--- config.mk ---
export PLATFORM = sky130hd
export DESIGN_NAME = updown_counter
export DESIGN_NICKNAME = d
export VERILOG_FILES = /design/src/rtl/counter_pkg.sv /design/src/rtl/tick_prescaler.sv /design/src/rtl/updown_counter.sv
export SDC_FILE = /design/constraint.sdc
export NUM_CORES = 1
export LEC_CHECK = 0
export ABC_AREA = 1
export BUFFER_PORTS_ARGS = -buffer_cell sky130_fd_sc_hd__buf_2
export CORE_ASPECT_RATIO = 0.9
export CORE_MARGIN = 5
export CORE_UTILIZATION = 45
export DETAILED_ROUTE_END_ITERATION = 8
export PLACE_DENSITY = 0.73
export SYNTH_ARGS = -nofsm -noshare
export SYNTH_HDL_FRONTEND = slang
export SYNTH_SLANG_ARGS = --single-unit
--- constraint.sdc ---
create_clock -name clk -period 2.1 [get_ports clk]
set_clock_uncertainty 0.2 [all_clocks]
set_input_delay 0 -clock clk [delete_from_list [all_inputs] [get_ports clk]]
set_output_delay 0 -clock clk [all_outputs]
set_load 0.01 [all_outputs]
--- src/rtl/counter_pkg.sv ---
// Shared types and helpers for the up/down counter slice.
package counter_pkg;

    typedef enum logic [1:0] {
        MODE_WRAP    = 2'b00,
        MODE_SAT     = 2'b01,
        MODE_ONESHOT = 2'b10
    } counter_mode_e;

    localparam int unsigned GRAY_MAXW = 32;

    function automatic logic [GRAY_MAXW-1:0] bin2gray(input logic [GRAY_MAXW-1:0] b);
        return b ^ (b >> 1);
    endfunction

endpackage

--- src/rtl/tick_prescaler.sv ---
// Divides enabled cycles by PRESCALE; tick is high while the prescaler sits at PRESCALE-1.
module tick_prescaler #(
    parameter int unsigned PRESCALE = 1
) (
    input  logic clk,
    input  logic rst,
    input  logic en,
    input  logic restart,
    output logic tick
);

    localparam int unsigned CW = (PRESCALE > 1) ? $clog2(PRESCALE) : 1;
    localparam logic [CW-1:0] LAST = CW'(PRESCALE - 1);

    logic [CW-1:0] cnt;

    assign tick = en && (cnt == LAST);

    always_ff @(posedge clk) begin
        if (rst || restart) begin
            cnt <= '0;
        end else if (en) begin
            cnt <= (cnt == LAST) ? '0 : cnt + 1'b1;
        end
    end

endmodule

--- src/rtl/updown_counter.sv ---
// Parametrised modulo-N up/down counter with prescaler, load, wrap/saturate/one-shot
// modes, terminal-count pulse, sticky overflow and registered Gray output.
module updown_counter
    import counter_pkg::*;
#(
    parameter int unsigned WIDTH    = 8,
    parameter int unsigned MODULUS  = 256,
    parameter int unsigned PRESCALE = 1
) (
    input  logic             clk,
    input  logic             rst,
    input  logic             en,
    input  logic             up,
    input  logic [1:0]       mode,
    input  logic             clear,
    input  logic             load,
    input  logic [WIDTH-1:0] load_val,
    input  logic             ovf_clr,
    output logic [WIDTH-1:0] q,
    output logic [WIDTH-1:0] gray,
    output logic             tc,
    output logic             ovf,
    output logic             done
);

    if (MODULUS < 2 || longint'(MODULUS) > (longint'(1) << WIDTH)) begin : g_bad_modulus
        $error("updown_counter: MODULUS must satisfy 2 <= MODULUS <= 2**WIDTH");
    end
    if (PRESCALE < 1) begin : g_bad_prescale
        $error("updown_counter: PRESCALE must be >= 1");
    end

    localparam logic [WIDTH-1:0] QMAX      = WIDTH'(MODULUS - 1);
    localparam logic [WIDTH:0]   QMAX_WIDE = (WIDTH+1)'(MODULUS - 1);

    logic          tick;
    logic          at_bound;
    logic          bound_tick;
    counter_mode_e mode_e;

    logic [WIDTH-1:0] q_n;
    logic             tc_n;
    logic             ovf_n;
    logic             done_n;

    tick_prescaler #(
        .PRESCALE(PRESCALE)
    ) u_prescaler (
        .clk    (clk),
        .rst    (rst),
        .en     (en),
        .restart(clear | load),
        .tick   (tick)
    );

    assign mode_e     = counter_mode_e'(mode);
    assign at_bound   = up ? (q == QMAX) : (q == '0);
    assign bound_tick = tick && !done && !clear && !load && at_bound;

    always_comb begin
        q_n    = q;
        tc_n   = 1'b0;
        done_n = done;
        ovf_n  = bound_tick ? 1'b1 : (ovf && !ovf_clr);

        if (clear) begin
            q_n    = '0;
            done_n = 1'b0;
        end else if (load) begin
            q_n    = ({1'b0, load_val} > QMAX_WIDE) ? QMAX : load_val;
            done_n = 1'b0;
        end else if (tick && !done) begin
            if (at_bound) begin
                tc_n = 1'b1;
                case (mode_e)
                    MODE_SAT:     q_n = q;
                    MODE_ONESHOT: done_n = 1'b1;
                    // reserved encoding falls through to wrap
                    default:      q_n = up ? '0 : QMAX;
                endcase
            end else begin
                q_n = up ? q + 1'b1 : q - 1'b1;
            end
        end
    end

    always_ff @(posedge clk) begin
        if (rst) begin
            q    <= '0;
            gray <= '0;
            tc   <= 1'b0;
            ovf  <= 1'b0;
            done <= 1'b0;
        end else begin
            q    <= q_n;
            gray <= WIDTH'(bin2gray(GRAY_MAXW'(q_n)));
            tc   <= tc_n;
            ovf  <= ovf_n;
            done <= done_n;
        end
    end

endmodule

Word level (Yosys, flattened, before mapping)
Index checks and enable logic that the tools add are counted.
{"block": "classes", "n_addsub": 3, "multipliers": 0, "div": 0, "order_cmp": 0, "eq_ne": 3, "shifts": 0, "muxes": 11, "bitwise_logic": 4, "n_reduce_logical": 16}
{"op": "two-way mux 8 bit", "n": 7}
{"op": "adder 8 x 1 -> 8 bit (second input constant)", "n": 1}
{"op": "equality test 8 bit (second input constant)", "n": 1}
{"op": "logical NOT 8 bit", "n": 1}
{"op": "subtractor 8 x 1 -> 8 bit (second input constant)", "n": 1}
{"op": "bitwise XOR 8 x 7 -> 8 bit", "n": 1}
{"op": "logical AND 1 bit", "n": 6}
{"op": "logical NOT 1 bit", "n": 4}
{"op": "two-way mux 1 bit", "n": 4}
{"op": "OR reduction 4 bit", "n": 1}
{"op": "AND reduction 3 bit", "n": 1}
{"op": "OR reduction 3 bit", "n": 1}
{"op": "equality test 2 x 1 -> 1 bit (second input constant)", "n": 1}
{"op": "equality test 2 bit (second input constant)", "n": 1}
{"op": "NOT 1 bit", "n": 2}
{"op": "OR reduction 2 bit", "n": 1}
{"op": "adder 1 bit (second input constant)", "n": 1}
{"op": "logical OR 1 bit", "n": 1}
{"op": "bitwise OR 1 bit", "n": 1}
{"block": "word_totals", "reg_bits": 20, "latch_bits": 0, "mem_bits_rw": 0, "romBits": 0, "input_bits": 17, "out_inout_bits": 19, "elab_cells": 43, "memories": 0}

Depth between registers and ports, before layout
Gate-level depths: netlist of run 1.
{"block": "logic_depth", "depth_word": 8, "ltp_mapped": 16, "depth_no_buf": 16}

Hierarchy
From an unflattened synthesis of run 1, not the netlist that was laid out.
{"block": "unflattened", "cells_unflattened": 223, "hier_area_um2": 1468.9}
{"module": "updown_counter", "n_inst": 1, "cells_each": 222, "area_per_inst_um2": 1461.4, "seq_area_each_um2": 360.3}
{"module": "tick_prescaler", "n_inst": 1, "cells_each": 1, "area_per_inst_um2": 7.5, "seq_area_each_um2": 0.0}

Least setup slack after synthesis of run 1
No wires, ideal clock.
{"block": "synth_timing", "path_kind": "reg-to-reg", "from": "register q[0]", "to": "register gray[3]", "setup_ps": 114, "arrival_time_ps": 1715, "required_ps": 1786, "setup_slack_ps": 71, "stages_incl_launch_ff": 17, "n_path_buf": 0, "period_less_slack_ps": 2029, "path_cell_list": "dfxtp_1 inv_1 fa_1 inv_1 nand2_1 nand2_1 nand3_1 nand2_1 inv_1 nand2_1 nand3_1 nand2_1 nand2_1 nand2_2 nand2_1 nand2_1 nor2_2"}
{"block": "synth_via", "elab_chain_len": 7, "word_cells_on_any_way": 11, "cone_classes": "add/sub (2); eq/ne (1); mux (6); bitwise (1); reduce/logical (1)"}
{"item": "from (decl)", "line": "updown_counter.sv:19", "rtl": "output logic [WIDTH-1:0] q,"}
{"item": "from (signal assigned)", "line": "updown_counter.sv:95", "rtl": "q <= q_n;"}
{"item": "subtractor 8 x 1 -> 8 bit, or another cell as far along", "line": "updown_counter.sv:82", "rtl": "q_n = up ? q + 1'b1 : q - 1'b1;"}
{"item": "two-way mux 8 bit / two-way mux 1 bit (equally long branches)", "line": "updown_counter.sv:82, updown_counter.sv:57"}
{"item": "two-way mux 8 bit (*)", "line": "updown_counter.sv:73", "rtl": "if (at_bound) begin"}
{"item": "two-way mux 8 bit (*)", "line": "updown_counter.sv:72", "rtl": "end else if (tick && !done) begin"}
{"item": "two-way mux 8 bit (*)", "line": "updown_counter.sv:69", "rtl": "end else if (load) begin"}
{"item": "two-way mux 8 bit (*)", "line": "updown_counter.sv:66", "rtl": "if (clear) begin"}
{"item": "bitwise XOR 8 x 7 -> 8 bit (*)", "line": "counter_pkg.sv:13", "rtl": "return b ^ (b >> 1);"}
{"item": "to (signal assigned)", "line": "updown_counter.sv:96", "rtl": "gray <= WIDTH'(bin2gray(GRAY_MAXW'(q_n)));"}
{"item": "to (decl)", "line": "updown_counter.sv:20", "rtl": "output logic [WIDTH-1:0] gray,"}
Mark *: on every way between the ends. The rest lies on a longest branch, timed or not.
A chain may end at the register's enable or synchronous reset.

Worst setup path in the final report of run 1
{"block": "layout_timing", "from": "register q[1]", "to": "register gray[5]"}
Same word-level chain as after synthesis.

==> results of run 1 <==
## synth_stat cells (all sizes together)
cell / number
a31o: 1
clkbuf: 1
nand3b: 2
nand4: 4
dfxtp: 18
nor2: 31
ha: 7
a21oi: 11
buf: 2
or2: 4
inv: 41
nand3: 30
fa: 1
nor3: 1
xnor2: 1
o21ai: 4
nand2: 68
## metrics by stage
step           setup slack [ns]  setup TNS (ns)  hold slack [ns]  cells
4_1_cts                  0.0736               0            0.201    323
3_3_place_gp             0.0932               0          0.00468    304
5_1_grt                 -0.0261         -0.0539            0.275    327
3_5_place_dp             0.0906               0           0.0134    304
2_1_floorplan            0.0710               0           -0.128    227
6_report                  0.127               0            0.226    327
## final timing paths
check / from / endpoint / slack [ns] / cells past startpoint
max: q[1] / gray[5] / 0.13 / 13
min: rst / q[0] / 0.23 / 3
max reg2reg: q[1] / gray[5] / 0.13 / 13
min reg2reg: ovf / ovf / 0.30 / 1
## power by group
| group | internal, mW | switching [mW] |
|---|---|---|
| combinational | 0.150 | 0.203 |
| sequential | 0.364 | 0.0144 |
| clock | 0.0668 | 0.100 |
## tightest hold or removal path: stages
cell	delay, ns
dlygate4sd3_1	0.52
buf_2	0.12
nor2_1	0.05
## layer usage
| metal | part of all wire (%) | track usage, % | up-vias |
|---|---|---|---|
| met5 | 0 | 0 | - |
| met2 | 47 | 27.4 | 52 |
| met3 | 5.5 | 4.61 | 10 |
| met4 | 2.0 | 5.61 | 0 |
| li1 | - | - | 822 |
| met1 | 45 | 21.2 | 710 |
## state kept, by name, summed over array words and instances, names as in the netlist
signal and cells:
ovf 1, q 8, done 1, tc 1
gray 7
## kinds of logic after synthesis
group                      share of synthesized area [%]
AOI/OAI and AO/OA                                   6.18
xor gates and xnor gates                           0.618
adders and majority gates                           7.60
buffers and inverters                               12.9
DFF                                                 25.4
and+or+nand+nor                                     47.3
## placed cells by master, fill, tap and decap left out, types with 3 or more instances in the layout
cell / n
nor2_2: 4
a21oi_1: 9
nand2_1: 56
inv_2: 5
nand3_2: 7
nor2_1: 26
clkbuf_4: 3
or2_2: 4
nand4_1: 4
dfxtp_2: 6
buf_2: 35
dlygate4sd3_1: 16
ha_1: 5
nand3_1: 23
nand2_2: 10
inv_1: 35
buf_4: 7
dfxtp_1: 11
## layout make-up
class	instances	share of cell area [%]
inverters	41	8.19
well taps	42	2.73
repair buffers	58	20.2
clock buffers	3	1.17
flip-flops and latches	18	19.3
multi-input cells	165	48.4
## repair_timing
action	in CTS	in global routing
hold buffers	16	0
resized for setup	0	28
endpoints found under the setup margin	0	9
buffers inserted	0	4
endpoints found under the hold margin	18	0
==> flow_summary.json, run 1 <==
{
  "outcome": "complete, no violations",
  "worstPathRequired_ns": 2.10,
  "wire_per_inst_um": 11.6,
  "vias": 1594,
  "crit_type": "reg -> reg",
  "drv_slew": 0,
  "drt_iter0_markers": 80,
  "timing.final.crit_share_pct": 93.9,
  "dr.pass1.iters": 4,
  "initial_core_util_pct": 46.5,
  "yosys_warnings": 0,
  "regArea_sq_um": 372,
  "crit_family": "simple AND/OR/NAND/NOR gates",
  "synth_area_leaders": "dfxtp_1, nand2_1, inv_1",
  "drc": 0,
  "slowest_delay_ns": 0.33,
  "cpMostUsedCell": "nand2_1",
  "dpl_cell_area_sq_um": 1640,
  "hpwl_um": 2650,
  "yosysSeqAreaShare_pct": 25.4,
  "hp-class": "in -> reg",
  "grt_max_degree": 14,
  "cp.arrival_ns": 1.97,
  "ys_seq_elements": 18,
  "power_uw": 898,
  "htreeDepth": 1,
  "synth_area_leader_cell": "dfxtp_1",
  "ios": 36,
  "antenna_found_initial": 0,
  "power.density_nw_per_um2": 467,
  "cts.sinks": 18,
  "p_leak_nw": 1.12,
  "grt.total_usage_pct": 16.7,
  "setup_viol": 0,
  "numCtsBuffers": 3,
  "portBuffers": 35,
  "grt_first_pass_wirelength_um": 6070,
  "cp-start-kind": "flop",
  "syn_area_per_cell_sq_um": 6.24,
  "core_sq_um": 3040,
  "final_util_pct": 63.2,
  "clk_pin_slew_ns": 0.09,
  "hold_violations": 0,
  "cts_tree": "built",
  "num_rows": 19,
  "antenna_left": 0,
  "worstSkewPairLatency_ns": 0.29,
  "tightest_slew_ns": 0.389,
  "drive_above_1_share_pct": 32.6,
  "drt_wl_total_um": 3790,
  "synthesis.area_sq_um": 1420,
  "multi_input_area_sq_um": 932,
  "ys_types": 25,
  "finalNetCount": 312,
  "ctsRootBufferMaster": "clkbuf_4",
  "max-vdd-ir-drop_uv": 380,
  "fin_crit_ns": 1.97,
  "crit_buf_inv": 2,
  "fillers": 294,
  "cp_max_fo": 5,
  "synth_top_area_share_pct": 25.4,
  "chipWidth_um": 69.1,
  "areaGrowthSynthToFinish_pct": 35.9,
  "grt_pass1_vias": 1384,
  "rsz0062_at_grt": "true",
  "end_kind": "flop",
  "clock.fmax_mhz": 507,
  "die_area_sq_um": 4370,
  "grt_overflow_total": 0,
  "maxCapViolCount": 0,
  "viasPerCell": 4.87,
  "maxSlewHeadroom_pct": 74.0,
  "gp_congestion": 0.832,
  "synth_cells": 227,
  "diodes": 0,
  "path_cells": "buf_4 > ha_1 > nand2_1 > nand2_1 > nand3_1 > nand2_1 > nand2_1 > nand3_1 > nand2_1 > nand2_1 > nand4_1 > nand2_1 > inv_1",
  "dieHeight_um": 63.2,
  "cpMaxStageDelayCell": "dfxtp_2",
  "post-route-cell-area_sq_um": 1920,
  "synth_nets": 252,
  "clock_path_buffers": 2
}
No activity file was read; power rests on OpenSTA's default activity.
==> run 2: changes to the inputs <==
==> constraint.sdc (replaced) <==
create_clock -name clk -period 2.1 [get_ports clk]
set_clock_uncertainty 0.2 [all_clocks]
set_input_delay 0.105 -clock clk [delete_from_list [all_inputs] [get_ports clk]]
set_output_delay 0.105 -clock clk [all_outputs]
set_load 0.005 [all_outputs]
==> flow_summary.json, run 2 (synthesis gave the netlist of run 1 again) <==
{
  "htreeDepth": 1,
  "largest_register_ffs": 8,
  "chipWidth_um": 69.1,
  "worstSkewPairLatency_ns": 0.30,
  "gp_congestion": 0.860,
  "fin_cells": 317,
  "largestRegisters": "q x8, gray x7",
  "end_kind": "flop",
  "grt_pass1_vias": 1293,
  "holdWs_ns": -0.0140,
  "grt.total_usage_pct": 15.9,
  "grt_overflow_total": 0,
  "tightest_slew_ns": 0.407,
  "power_uw": 910,
  "drv_slew": 0,
  "ios": 36,
  "initial_core_util_pct": 46.5,
  "vias": 1528,
  "final_cell_mix": "nand2_1, inv_1, buf_2, nor2_1, nand3_1",
  "drive_above_1_share_pct": 32.7,
  "p_leak_nw": 1.08,
  "num_rows": 19,
  "viasPerCell": 4.82,
  "hold_violations": 1,
  "grt_first_pass_wirelength_um": 5800,
  "drt_wl_total_um": 3410,
  "tns_ns": 0,
  "hp-class": "in -> reg",
  "mostFrequentLayoutCell": "nand2_1",
  "dieHeight_um": 63.2,
  "cts_tree": "built",
  "die_area_sq_um": 4370,
  "wire_per_inst_um": 10.7,
  "clk_pin_slew_ns": 0.11,
  "cts.sinks": 18,
  "outcome": "complete, but fails checks",
  "drc": 0,
  "crit_type": "in -> reg",
  "antenna_left": 0,
  "timing.final.crit_share_pct": 92.5,
  "drt_iter0_markers": 91,
  "cp_max_fo": 5,
  "fin_crit_ns": 1.94,
  "hpwl_um": 2750,
  "maxCapViolCount": 0,
  "max-vdd-ir-drop_uv": 551,
  "final_util_pct": 59.0,
  "rsz0062_at_grt": "true",
  "numCtsBuffers": 3,
  "core_sq_um": 3040,
  "grt_max_degree": 14,
  "antenna_found_initial": 0,
  "ctsRootBufferMaster": "clkbuf_4",
  "worstPathRequired_ns": 2.10,
  "portBuffers": 35,
  "clock_path_buffers": 2,
  "failed_checks": "hold timing",
  "diodes": 0,
  "setup_viol": 0,
  "dr.pass1.iters": 7,
  "clock.fmax_mhz": 515,
  "power.density_nw_per_um2": 507,
  "cp-start-kind": "input port",
  "maxSlewHeadroom_pct": 72.8,
  "cp.arrival_ns": 1.94,
  "regMostFlops": "q",
  "areaGrowthSynthToFinish_pct": 26.8,
  "finalNetCount": 301,
  "place_inst": 308
}
-- run 2: what timing repair did --
item                       CTS  global route
setup endpoints to repair    0            12
gates resized for setup      0            19
hold buffers                 4             0
buffers inserted             0             1
hold endpoints to repair     5             0
-- run 2: worst paths after layout --
kind                from       to  slack, ns  cells past startpoint
min reg2reg          ovf      ovf       0.29                      1
min          load_val[7]     q[7]      -0.01                      5
max              mode[1]  gray[3]       0.16                     13
max reg2reg         q[3]  gray[3]       0.17                     13
-- run 2: worst max-delay path, stage by stage --
cell and delay [ns]:
dlygate4sd3_1 0.53, buf_2 0.12, ha_1 0.32, o21ai_2 0.18
inv_1 0.10, nand2_4 0.10, nand3_1 0.08, nand2_1 0.06
nand2_1 0.05, nand2_2 0.13, nand2_1 0.06, nand2_1 0.07
nor2_2 0.04
-- run 2: cell type report --
type | instances | area [sq um]
tap | 42 | 52.6
inverter | 41 | 154
sequential | 18 | 364
fill | 311 | 1250
multi-input combinational | 165 | 913
clock buffer | 4 | 36.3
timing repair buffer | 47 | 275
-- run 2: metrics by stage --
step | instance area [sq um] | worst slack [ns] | hold slack (ns)
after floorplan | 1420 | 0.118 | -0.0226
after global placement | 1670 | 0.0793 | 0.110
after detailed placement | 1670 | 0.0520 | 0.112
after CTS | 1740 | 0.0221 | 0.00849
after global routing | 1800 | -0.00969 | 0.0347
final | 1800 | 0.158 | -0.0140
-- run 2: layer usage --
layer	global-route usage (%)	wire length, um	vias up
met3	5.41	299	4
met4	1.46	10	0
met2	25.2	1570	51
met5	0	0	-
li1	-	-	804
met1	21.7	1530	669
-- run 2: power by group --
part | total (mW) | switching, mW | leakage (nW) | internal (mW)
registers | 0.374 | 0.0100 | 0.149 | 0.364
clock network | 0.216 | 0.110 | 0.0210 | 0.106
logic | 0.320 | 0.188 | 0.911 | 0.131
==> run 3: changes to the inputs <==
BUFFER_PORTS_ARGS = -buffer_cell sky130_fd_sc_hd__buf_4   (was -buffer_cell sky130_fd_sc_hd__buf_2)
SYNTH_HIERARCHICAL = 1   (was not set)
==> flow_summary.json, run 3 <==
{
  "drc": 0,
  "grt.total_usage_pct": 14.9,
  "clk_pin_slew_ns": 0.09,
  "regMostFlops": "q",
  "drive_above_1_share_pct": 36.7,
  "drv_slew": 0,
  "synth_nets": 248,
  "yosysSeqAreaShare_pct": 24.5,
  "num_rows": 19,
  "grt_pass1_vias": 1246,
  "dpl_worst_slack_ns": 0.00167,
  "grt_overflow_total": 0,
  "synth_top_area_share_pct": 24.5,
  "place_inst": 302,
  "synthesis.area_sq_um": 1470,
  "wire_per_inst_um": 11.2,
  "die_area_sq_um": 4510,
  "power.density_nw_per_um2": 465,
  "vias": 1514,
  "max-vdd-ir-drop_uv": 321,
  "async_flop_share_pct": 0,
  "dieHeight_um": 64.2,
  "largestRegisters": "q x8, gray x7",
  "maxCapViolCount": 0,
  "tightest_slew_ns": 0.501,
  "drt_wl_total_um": 3490,
  "cp.arrival_ns": 2.02,
  "dpl_cell_area_sq_um": 1800,
  "worstSkewPairLatency_ns": 0.29,
  "crit_type": "in -> reg",
  "final_cell_mix": "nand2_1, buf_4, inv_1, nor2_1",
  "drt_iter0_markers": 86,
  "setup_ws_ns": 0.0756,
  "diodes": 0,
  "synth-main-ff-cell": "dfxtp_1",
  "grt_first_pass_wirelength_um": 5440,
  "ys_types": 30,
  "synthTopCellsByCount": "nand2_1, inv_1, nor2_1",
  "antenna_found_initial": 0,
  "cts_tree": "built",
  "maxSlewHeadroom_pct": 66.6,
  "multi_input_area_sq_um": 985,
  "rsz0062_at_grt": "true",
  "yosys_warnings": 6,
  "worstPathRequired_ns": 2.09,
  "gp_congestion": 0.790,
  "setup_viol": 0,
  "mostFrequentLayoutCell": "nand2_1",
  "ys_seq_elements": 18,
  "end_kind": "flop",
  "largest_register_ffs": 8,
  "htreeDepth": 1,
  "hp-class": "in -> reg",
  "areaGrowthSynthToFinish_pct": 31.9,
  "antenna_left": 0,
  "synth-edff-count": 0,
  "fillers": 305,
  "chipWidth_um": 70.2,
  "synth_cells": 223,
  "synth_area_leaders": "dfxtp_1, nand2_1, inv_1",
  "post-route-cell-area_sq_um": 1940,
  "r2r_cells": 11,
  "finalNetCount": 297,
  "grt_max_degree": 15,
  "dr.pass1.iters": 4,
  "synth_area_leader_cell": "dfxtp_1",
  "hpwl_um": 2790,
  "power_uw": 900,
  "outcome": "complete, no violations",
  "ctsRootBufferMaster": "clkbuf_4",
  "syn_area_per_cell_sq_um": 6.59,
  "clock.fmax_mhz": 494,
  "ios": 36,
  "cp_max_fo": 5,
  "clock_path_buffers": 2,
  "p_leak_nw": 1.10,
  "holdPathStages": 5,
  "fin_cells": 312,
  "initial_core_util_pct": 47.5,
  "cts.sinks": 18,
  "core_sq_um": 3090,
  "numCtsBuffers": 3,
  "fin_crit_ns": 2.02,
  "regArea_sq_um": 365,
  "cp-start-kind": "input port",
  "portBuffers": 35,
  "synth_most_common_cell": "nand2_1",
  "timing.final.crit_share_pct": 96.4,
  "tns_ns": 0,
  "viasPerCell": 4.85,
  "hold_violations": 0
}
run 3: timing repair:
action                                 in CTS  in global routing
buffers inserted                            0                  2
resized for setup                           0                 14
hold buffers                                5                  0
endpoints found under the hold margin       9                  0
setup endpoints to repair                   0                  6
run 3: critical path: stages:
cell and delay, ns:
dlygate4sd3_1 0.54, buf_4 0.13, ha_1 0.31, nand2_1 0.10, o21a_1 0.22, nand2_4 0.09, o211ai_1 0.08, nand2_1 0.11
a21oi_2 0.16, inv_2 0.06, nand2_1 0.05, nand2_1 0.04
run 3: metrics by stage:
step	utilization (%)	hold slack, ns
floorplan	-	-0.0259
global placement	58.2	0.131
detailed placement	58.2	0.128
CTS	60.6	0.00271
global route	62.7	0.0295
finish	62.7	0.0252
run 3: kinds of logic (layout without fill, tap and decap cells):
family / count (synthesis) / in the layout / synth area share (%)
compound gates: 15 / 15 / 6.13
xor+xnor: 1 / 1 / 0.596
simple gates: 139 / 139 / 49.9
buf+inv: 42 / 89 / 11.5
flops: 18 / 18 / 24.5
fa+ha+maj: 8 / 8 / 7.33
run 3: final cells by class:
class,count,area share (%)
timing repair buffer,47,18.9
inverter,39,7.56
tap,42,2.71
multi-input combinational,163,50.8
clock buffer,3,1.16
sequential,18,18.9
run 3: per-layer routing:
layer	GRT usage [%]	vias up	part of all wire [%]
li1	-	789	-
met1	19.6	687	47
met2	23.7	36	46
met3	4.39	2	6.5
met4	3.83	0	0.52
met5	0	-	0
run 3: worst paths after layout:
| path | end | startpoint | slack (ns) |
|---|---|---|---|
| worst min register to register | done | done | 0.30 |
| worst max-delay path | gray[0] | mode[1] | 0.08 |
| worst max register to register | gray[0] | q[4] | 0.18 |
| worst min-delay path | q[7] | load_val[7] | 0.03 |
run 3: power by group:
group          internal, mW  switching, mW  leakage [nW]
clock                0.0667         0.0995        0.0138
combinational         0.160          0.196         0.932
sequential            0.364         0.0130         0.150
